[src/rtl/async_fifo_pkg.sv]
// Types and constants shared by the async FIFO write-side blocks.
package async_fifo_pkg;

  localparam int STALL_CNT_W = 16;

  typedef enum logic {
    ST_IDLE  = 1'b0,
    ST_BURST = 1'b1
  } state_e;

  function automatic int clog2(input int value);
    int result;
    result = 0;
    while ((1 << result) < value) result++;
    return result;
  endfunction

endpackage

[src/rtl/rr_arbiter_core.sv]
// Combinational round-robin pick: first asserted request at or after rr_ptr,
// searching circularly so NUM_REQ need not be a power of two.
module rr_arbiter_core
  import async_fifo_pkg::*;
#(
  parameter int NUM_REQ = 4,
  parameter int IDX_W   = clog2(NUM_REQ)
) (
  input  logic [NUM_REQ-1:0] req,
  input  logic [IDX_W-1:0]   rr_ptr,
  output logic [NUM_REQ-1:0] grant_onehot,
  output logic [IDX_W-1:0]   grant_idx
);

  localparam int CAND_W = IDX_W + 1;
  localparam logic [CAND_W-1:0] NUM_REQ_W = CAND_W'(NUM_REQ);

  logic [CAND_W-1:0] cand;
  logic              found;

  always_comb begin
    grant_onehot = '0;
    grant_idx    = '0;
    cand         = '0;
    found        = 1'b0;
    for (int i = 0; i < NUM_REQ; i++) begin
      // rr_ptr < NUM_REQ and i < NUM_REQ, so one subtraction wraps the sum.
      cand = {1'b0, rr_ptr} + CAND_W'(i);
      if (cand >= NUM_REQ_W) cand = cand - NUM_REQ_W;
      if (!found && req[cand[IDX_W-1:0]]) begin
        found                          = 1'b1;
        grant_idx                      = cand[IDX_W-1:0];
        grant_onehot[cand[IDX_W-1:0]]  = 1'b1;
      end
    end
  end

endmodule

[src/rtl/async_fifo_wr_arbiter.sv]
// Round-robin burst arbiter sharing one async FIFO write port among NUM_REQ
// producers in the wr_clk domain; one idle arbitration cycle separates bursts.
module async_fifo_wr_arbiter
  import async_fifo_pkg::*;
#(
  parameter  int NUM_REQ       = 4,
  parameter  int DATA_WIDTH    = 16,
  parameter  int MAX_BURST     = 8,
  parameter  int USE_PROG_FULL = 1,
  localparam int IDX_W         = clog2(NUM_REQ)
) (
  input  logic                          wr_clk,
  input  logic                          wr_rst_n,
  input  logic [NUM_REQ-1:0]            req_valid,
  input  logic [NUM_REQ-1:0]            req_last,
  input  logic [NUM_REQ*DATA_WIDTH-1:0] req_data,
  output logic [NUM_REQ-1:0]            req_ready,
  output logic                          fifo_wr_en,
  output logic [DATA_WIDTH-1:0]         fifo_wr_data,
  input  logic                          fifo_full,
  input  logic                          fifo_prog_full,
  output logic [IDX_W-1:0]              grant_id,
  output logic                          busy,
  output logic [STALL_CNT_W-1:0]        stall_cnt
);

  localparam logic [7:0]             MAX_BEATS      = 8'(MAX_BURST);
  localparam logic [IDX_W-1:0]       LAST_IDX       = IDX_W'(NUM_REQ - 1);
  localparam bit                     GATE_PROG_FULL = (USE_PROG_FULL != 0);
  localparam logic [STALL_CNT_W-1:0] STALL_MAX      = '1;

  state_e                  state_q, state_d;
  logic [IDX_W-1:0]        rr_ptr_q, rr_ptr_d;
  logic [IDX_W-1:0]        grant_id_q, grant_id_d;
  logic [7:0]              beat_cnt_q, beat_cnt_d, beat_cnt_inc;
  logic [STALL_CNT_W-1:0]  stall_cnt_q, stall_cnt_d;

  logic [NUM_REQ-1:0]      arb_onehot;
  logic [IDX_W-1:0]        arb_idx;
  logic                    arb_any, eligible, in_burst;
  logic                    gnt_valid, gnt_last, accept, burst_end;
  logic [DATA_WIDTH-1:0]   data_arr [NUM_REQ];

  rr_arbiter_core #(
    .NUM_REQ (NUM_REQ),
    .IDX_W   (IDX_W)
  ) u_rr_core (
    .req          (req_valid),
    .rr_ptr       (rr_ptr_q),
    .grant_onehot (arb_onehot),
    .grant_idx    (arb_idx)
  );

  for (genvar gi = 0; gi < NUM_REQ; gi++) begin : g_slice
    assign data_arr[gi] = req_data[gi*DATA_WIDTH +: DATA_WIDTH];
  end

  // Handshake: a beat of requester i transfers when req_valid[i] and
  // req_ready[i] are both high at a wr_clk edge; ready is offered only to the
  // granted requester during BURST and only while the FIFO is not full.
  assign arb_any      = |arb_onehot;
  assign eligible     = arb_any && !(GATE_PROG_FULL && fifo_prog_full);
  assign in_burst     = (state_q == ST_BURST);
  assign gnt_valid    = req_valid[grant_id_q];
  assign gnt_last     = req_last[grant_id_q];
  assign accept       = in_burst && gnt_valid && !fifo_full;
  assign beat_cnt_inc = beat_cnt_q + 8'd1;
  assign burst_end    = in_burst && !fifo_full &&
                        (!gnt_valid || gnt_last || (beat_cnt_inc == MAX_BEATS));

  always_comb begin
    state_d     = state_q;
    rr_ptr_d    = rr_ptr_q;
    grant_id_d  = grant_id_q;
    beat_cnt_d  = beat_cnt_q;
    stall_cnt_d = stall_cnt_q;
    case (state_q)
      ST_IDLE: begin
        if (eligible) begin
          grant_id_d = arb_idx;
          beat_cnt_d = '0;
          state_d    = ST_BURST;
        end
      end
      ST_BURST: begin
        if (accept) beat_cnt_d = beat_cnt_inc;
        if (fifo_full && (stall_cnt_q != STALL_MAX)) begin
          stall_cnt_d = stall_cnt_q + STALL_CNT_W'(1);
        end
        if (burst_end) begin
          rr_ptr_d = (grant_id_q == LAST_IDX) ? '0 : grant_id_q + IDX_W'(1);
          state_d  = ST_IDLE;
        end
      end
      default: state_d = ST_IDLE;
    endcase
  end

  always_ff @(posedge wr_clk or negedge wr_rst_n) begin
    if (!wr_rst_n) begin
      state_q     <= ST_IDLE;
      rr_ptr_q    <= '0;
      grant_id_q  <= '0;
      beat_cnt_q  <= '0;
      stall_cnt_q <= '0;
    end else begin
      state_q     <= state_d;
      rr_ptr_q    <= rr_ptr_d;
      grant_id_q  <= grant_id_d;
      beat_cnt_q  <= beat_cnt_d;
      stall_cnt_q <= stall_cnt_d;
    end
  end

  always_comb begin
    req_ready = '0;
    if (in_burst) req_ready[grant_id_q] = !fifo_full;
  end

  assign fifo_wr_en   = accept;
  assign fifo_wr_data = data_arr[grant_id_q];
  assign grant_id     = grant_id_q;
  assign busy         = in_burst;
  assign stall_cnt    = stall_cnt_q;

  a_no_write_when_full: assert property (
    @(posedge wr_clk) disable iff (!wr_rst_n) !(fifo_wr_en && fifo_full)
  );

endmodule

[config.mk]
export PLATFORM = sky130hd
export DESIGN_NAME = async_fifo_wr_arbiter
export DESIGN_NICKNAME = d
export VERILOG_FILES = /design/src/rtl/async_fifo_pkg.sv /design/src/rtl/rr_arbiter_core.sv /design/src/rtl/async_fifo_wr_arbiter.sv
export SDC_FILE = /design/constraint.sdc
export NUM_CORES = 1
export LEC_CHECK = 0
export CORE_UTILIZATION = 45
export DETAILED_ROUTE_END_ITERATION = 16
export PLACE_DENSITY = 0.86
export SYNTH_ARGS = -nofsm -noshare
export SYNTH_HDL_FRONTEND = slang
export SYNTH_HIERARCHICAL = 1
export SYNTH_SLANG_ARGS = --single-unit
[constraint.sdc]
create_clock -name wr_clk -period 7.32 [get_ports wr_clk]
set_input_delay 1.464 -clock wr_clk [delete_from_list [all_inputs] [get_ports wr_clk]]
set_output_delay 1.464 -clock wr_clk [all_outputs]
set_load 0.1 [all_outputs]
== Word level (Yosys, flattened, before mapping) ==
Index checks and enable logic that the tools add are counted.
Operators by class
  $add $sub $neg: 10
  $lt $le $gt $ge: 15
  equal/unequal tests: 5
  muxes and demuxes: 48
  bitwise logic cells: 6
  reductions and logical operators: 27
Operators by type and width (number)
  $bmux W16 S2: 1
  $mux W16: 2
  $mux W4: 5
  $mux W2: 9
  $add A16 B1 Y16 const B: 1
  $mux W1: 16
  $mux W8: 2
  $ne A16 B16 Y1 const B: 1
  $pmux W8 S2: 1
  $lt A2 B3 Y1 const B: 5
  $logic_and A1 B1 Y1: 14
  $bmux W1 S2: 6
  $ge A3 B3 Y1 const B: 4
  $or A4 B4 Y4: 3
  $demux W1 S2: 5
  $ge A2 B1 Y1 const B: 5
  $add A8 B1 Y8 const B: 1
  $eq A8 B4 Y1 const B: 1
  $reduce_and A2 Y1: 4
  $sub A2 B1 Y2 const B: 4
  $add A2 B2 Y3 const B: 2
  $logic_not A1 Y1: 6
  $and A4 B4 Y4: 1
  $ne A2 B2 Y1 const B: 2
  9 further kinds: 10
Word-level totals
  flip-flop bits (word level): 29
  input port bits: 76
  output and inout bits: 40

== Longest topological paths before layout ==
  depth in word-level cells: 18
  gate-level depth with buffers: 13
  depth with buffers taken out: 11

== Cells and area by module ==
The synthesis kept the hierarchy.
Modules (own cells, without submodules)
  async_fifo_wr_arbiter: instances 1, cells an instance 174, area each 2015.7 um^2, sequential area each 725.7 um^2
  rr_arbiter_core: instances 1, cells an instance 65, area each 489.2 um^2, sequential area each 0.0 um^2

== Worst setup path after synthesis ==
Ideal clock, no wire load.
  kind: input port to output port
  from: in fifo_full
  to: out req_ready[0]
  arrival time: 2534 ps
  setup slack: 3322 ps
  cell stages on the path: 2
  path buffers: 0
  cells stage by stage: and2b_1 > and2_1
Between the ends
  word-level cells in the longest chain between the ends: 3
Ends and longest elaborated chain
  from (decl): line async_fifo_wr_arbiter.sv:20  | input logic fifo_full,
  $logic_not A1 Y1: line async_fifo_wr_arbiter.sv:117  | if (in_burst) req_ready[grant_id_q] = !fifo_full;
  $and A4 B4 Y4 (no source line)
  $mux W4: line async_fifo_wr_arbiter.sv:117
  to (decl): line async_fifo_wr_arbiter.sv:17  | output logic [NUM_REQ-1:0] req_ready,
No other way between the ends.

== Final worst setup path ==
  from: in req_valid[3]
  to: out fifo_wr_en
Between the ends
  word-level cells in the longest chain between the ends: 4
Ends and longest elaborated chain
  from (decl): line async_fifo_wr_arbiter.sv:14  | input logic [NUM_REQ-1:0] req_valid,
  $bmux W1 S2: line async_fifo_wr_arbiter.sv:64  | assign gnt_valid = req_valid[grant_id_q];
  $mux W1 (not written as such): line async_fifo_wr_arbiter.sv:64
  $logic_and A1 B1 Y1 (2 in series): line async_fifo_wr_arbiter.sv:66  | assign accept = in_burst && gnt_valid && !fifo_full;
  to (decl): line async_fifo_wr_arbiter.sv:18  | output logic fifo_wr_en,
No other way between the ends. The select of a mux whose other input is x is not followed.

==> run summary <==
The internal portion of the total power is 0.644 mW. Setup total negative slack on the finished layout was measured at 0 ns. The clock arrives with 0.00349 ns of skew. In this run the clock root is driven by a clkbuf_8. Setup repair after global routing left no endpoint under its margin. Global routing consumed, over all layers together, 24.4% of the routing resources. Counting the buffers created by CTS gives 5.

After floorplanning, the core was divided into 26 placement rows. The area growth from synthesis to layout is 50.5%. Sequential cells burn 17.5% of the power. The worst register-to-register path ends at beat_cnt_q[4]. Reg2reg setup slack: 3.54 ns. The run gives 5210 um as the half-perimeter wire length after placement. The detailed-route vias per instance was 5.57. Max-cap violations in this run came to 0.

The critical path contains buffers and inverters numbering 3 combined. Entering global routing, the biggest net connects 30 pins. Commonest non-fill, non-tap cell in the layout: clkdlybuf4s50_1. The routed design has 6710 um of wire. After global routing the overflow that remains totals 0.

TritonCTS built the clock tree. Number of hold violations in the final report: 0. In this run the count of I/O pins placed on the die edge is 116. The Yosys step of the flow raised 6 warnings. The run gives 4 as the detailed-routing iteration count for the pre-antenna-repair pass. Static timing analysis puts the maximum clock frequency at 0.183 GHz. In this design, the critical path's most frequently occurring cell is clkdlybuf4s50_1. The maximum fanout count along the critical path was 12. The number of cells on the worst hold path came out at 1. In this run the cell area of the synthesized design comes to 2500 um2. The proportion of register bits with asynchronous set or reset after synthesis was 100%. The worst hold-check path type was flip-flop to flip-flop.

The core region is 5240 um2. For the pin with the worst max-slew slack, the measured transition is 1.00 ns. The detailed router placed 2,350 vias in this run. Clock-pin slew was measured on the worst setup and hold paths at 0.06 ns. Combinational cells account for 74.3% of the total power.

The portion of the clock cycle consumed by the worst path in the final layout was 74.7%. For the number of antenna violations at the first check in global routing, the log shows 0. In the final design database the tool counted 439 nets. The utilization after layout was 72.0%. The number of antenna diodes in the final layout is 0. Summed over all cells, the static leakage comes to 1.53 nW.

The hold buffer count at CTS is 0. IR analysis of the VDD net gives a maximum drop of 0.262 mV. On the critical path, the stage with the largest delay is an instance of clkdlybuf4s50_1. The register bit total from synthesis came out at 29.

Counting every net in the synthesized netlist gives 327. The die covers 5870 um2. The logs give 47.8% for the initial cell density of the core and 8.2% for the part of the total power dissipated in the clock network. The tools report the number of instances in the synthesized netlist as 239.

The number of cell instances on the worst register-to-register path works out to 11. Counting flops with a built-in enable in the synthesized netlist gives 0. After detailed routing, the number of remaining DRC violations is 0. In this run the power spent charging and discharging nets is 0.926 mW. For this block, the initial DRC count from the detailed router was 118. For this run, the slowest stage of the critical path takes 1.16 ns.

The signal on the critical path passes through clkdlybuf4s50_1 -> mux4_2 -> nand2_1 -> inv_2 -> clkdlybuf4s50_1. Net switching is 59.0% of the power. The post-route netlist has 10.5% of its cells at a drive strength greater than 1.

The H-tree was split into 2 levels. The worst path in the final design needs a cycle of 5.47 ns, including I/O delays and setup. Once the clock tree was built, the setup fixing pass inserted 0 buffers. The flow ran to the end, and the final reports show no timing, DRC or antenna violations. The top cell types in the final layout, fill and taps aside, are clkdlybuf4s50_1 (115), dfrtp_1 (29), nand2_1 (28), o21ai_0 (21), xnor2_1 (14). The via count of the first global-routing pass came out at 2,340. The number of slew-limit violations in the final report was 0; the global-route wire length before repair was 11,300 um. The floorplan step set the die width to 76.6 um. The type of the setup path with the least slack is primary input to primary output.

Setup violations remaining at the end of the flow were counted as 0. Worst hold path endpoint: stall_cnt[15]. In this run the deepest clock path goes through 2 buffers. Post-CTS repair changed the size of 0 cells. The critical path crosses 5 cells after its start point.

STA classifies the critical path endpoint as a primary output. During placement, the flow inserted port buffers numbering 115. The clock drives 29 sinks.

The reg-to-reg critical path startpoint is rr_ptr_q[0]. Measured against its own limit, the worst slew margin works out to 32.6%. The average footprint of a synthesized cell came out at 10.5 um2. STA classifies the critical path startpoint as a primary input. The final weighted congestion in routability-driven placement is 0.872, and the post-detailed-route wirelength per cell is 15.9 um. Among cell families on the critical path, the largest total delay comes from buffers and inverters. For the critical path data arrival time, the log shows 4.00 ns. The run gives 0 as the remaining antenna violation count. In this run, distinct cell masters in the synthesized netlist total 47.

The clock latency on the worst-skew pair came out at 0.28 ns. For the sequential element share of the synthesized area, the log shows 29.0%. Among all flip-flop cells after synthesis, the most frequent one is dfrtp_1. At the worst endpoint, the required time is 5.86 ns. Die height: 76.6 um. The cell area power density came out at 416 nW/um2.

In this run the most critical hold path is launched from stall_cnt[15].
cell type report:
cell class | count | area [um2]
Clock buffer | 6 | 72.6
Fill cell | 388 | 1470
Clock inverter | 2 | 10.0
Multi-Input combinational cell | 191 | 1680
Sequential cell | 29 | 726
Timing Repair Buffer | 117 | 1170
Tap cell | 70 | 87.6
Inverter | 7 | 26.3
cells by family after synthesis:
family	Yosys count	synth area share, %
adders and majority gates	12	5.99
muxes	26	22.5
DFF	29	29.0
AOI/OAI and AO/OA	48	12.8
buffers and inverters	19	3.85
and+or+nand+nor	86	19.2
xor gates and xnor gates	19	6.64
sequential cells by signal, summed over array words and instances (netlist names):
| register | count |
|---|---|
| stall_cnt | 16 |
| beat_cnt_q | 8 |
| grant_id | 2 |
| rr_ptr_q | 2 |
| busy | 1 |
worst max path at each step:
| stage | to | start | slack (ns) |
|---|---|---|---|
| floorplan | req_ready[0] | fifo_full | 3.32 |
| global placement | fifo_wr_en | req_valid[3] | 1.91 |
| detailed placement | fifo_wr_en | req_valid[1] | 1.87 |
| CTS | fifo_wr_en | req_valid[3] | 1.86 |
| global route | fifo_wr_en | req_valid[1] | 1.73 |
| finish | fifo_wr_en | req_valid[3] | 1.85 |
through the flow:
| step | worst slack (ns) | instance area (um2) | hold WS [ns] | total power, mW | cells |
|---|---|---|---|---|---|
| floorplan | 3.32 | 2500 | 0.493 | 1.19 | 239 |
| global placement | 1.91 | 3690 | 0.480 | 1.43 | 414 |
| detailed placement | 1.87 | 3690 | 0.491 | 1.44 | 414 |
| CTS | 1.86 | 3770 | 0.500 | 1.58 | 422 |
| global route | 1.73 | 3770 | 0.535 | 1.65 | 422 |
| finish | 1.85 | 3770 | 0.496 | 1.57 | 422 |
worst register-to-register path: stages, from the launching register on:
cell,delay (ns)
dfrtp_1,0.76
inv_1,0.19
ha_1,0.45
mux4_2,0.41
or2_4,0.30
nor2b_4,0.15
a221o_2,0.16
nor4_1,0.04
nor3_1,0.76
nor2_4,0.11
o21ai_0,0.21
o21ai_0,0.11
synth_stat cells, types with 3 or more instances:
| cell type | number | share of area, % |
|---|---|---|
| o21ai_0 | 21 | 4.2 |
| nand2_1 | 28 | 4.2 |
| a22o_1 | 3 | 1.0 |
| and4_1 | 3 | 1.0 |
| and2_1 | 6 | 1.5 |
| xnor2_1 | 14 | 4.9 |
| nor3b_1 | 4 | 1.2 |
| nor2_1 | 9 | 1.3 |
| nor3_1 | 4 | 0.80 |
| mux4_2 | 13 | 12 |
| nand4_1 | 5 | 1.2 |
| nand3_1 | 7 | 1.4 |
| clkbuf_2 | 3 | 0.60 |
| and3_1 | 6 | 1.5 |
| inv_1 | 6 | 0.90 |
| ha_1 | 12 | 6.0 |
| buf_2 | 5 | 1.0 |
| a21oi_1 | 5 | 1.0 |
| mux4_1 | 8 | 8.4 |
| xor2_1 | 5 | 1.7 |
| a31oi_1 | 6 | 1.5 |
| a221o_2 | 4 | 1.8 |
| dfrtp_1 | 29 | 29 |
power by group through the flow:
stage / Combinational (mW) / Clock (mW) / Sequential (mW)
after global placement: 1.15 / 0 / 0.275
after CTS: 1.17 / 0.133 / 0.276
after detailed placement: 1.16 / 0 / 0.277
after floorplan: 0.792 / 0 / 0.396
final: 1.17 / 0.129 / 0.275
after global routing: 1.23 / 0.139 / 0.286
metal layers:
| metal | GRT usage, % | vias up | share of wire [%] |
|---|---|---|---|
| met2 | 42.6 | 90 | 52 |
| met5 | 0 | - | 0 |
| li1 | - | 1130 | - |
| met3 | 4.19 | 11 | 5.3 |
| met1 | 30.0 | 1119 | 41 |
| met4 | 8.85 | 0 | 1.7 |
No activity file was read; power rests on OpenSTA's default activity.
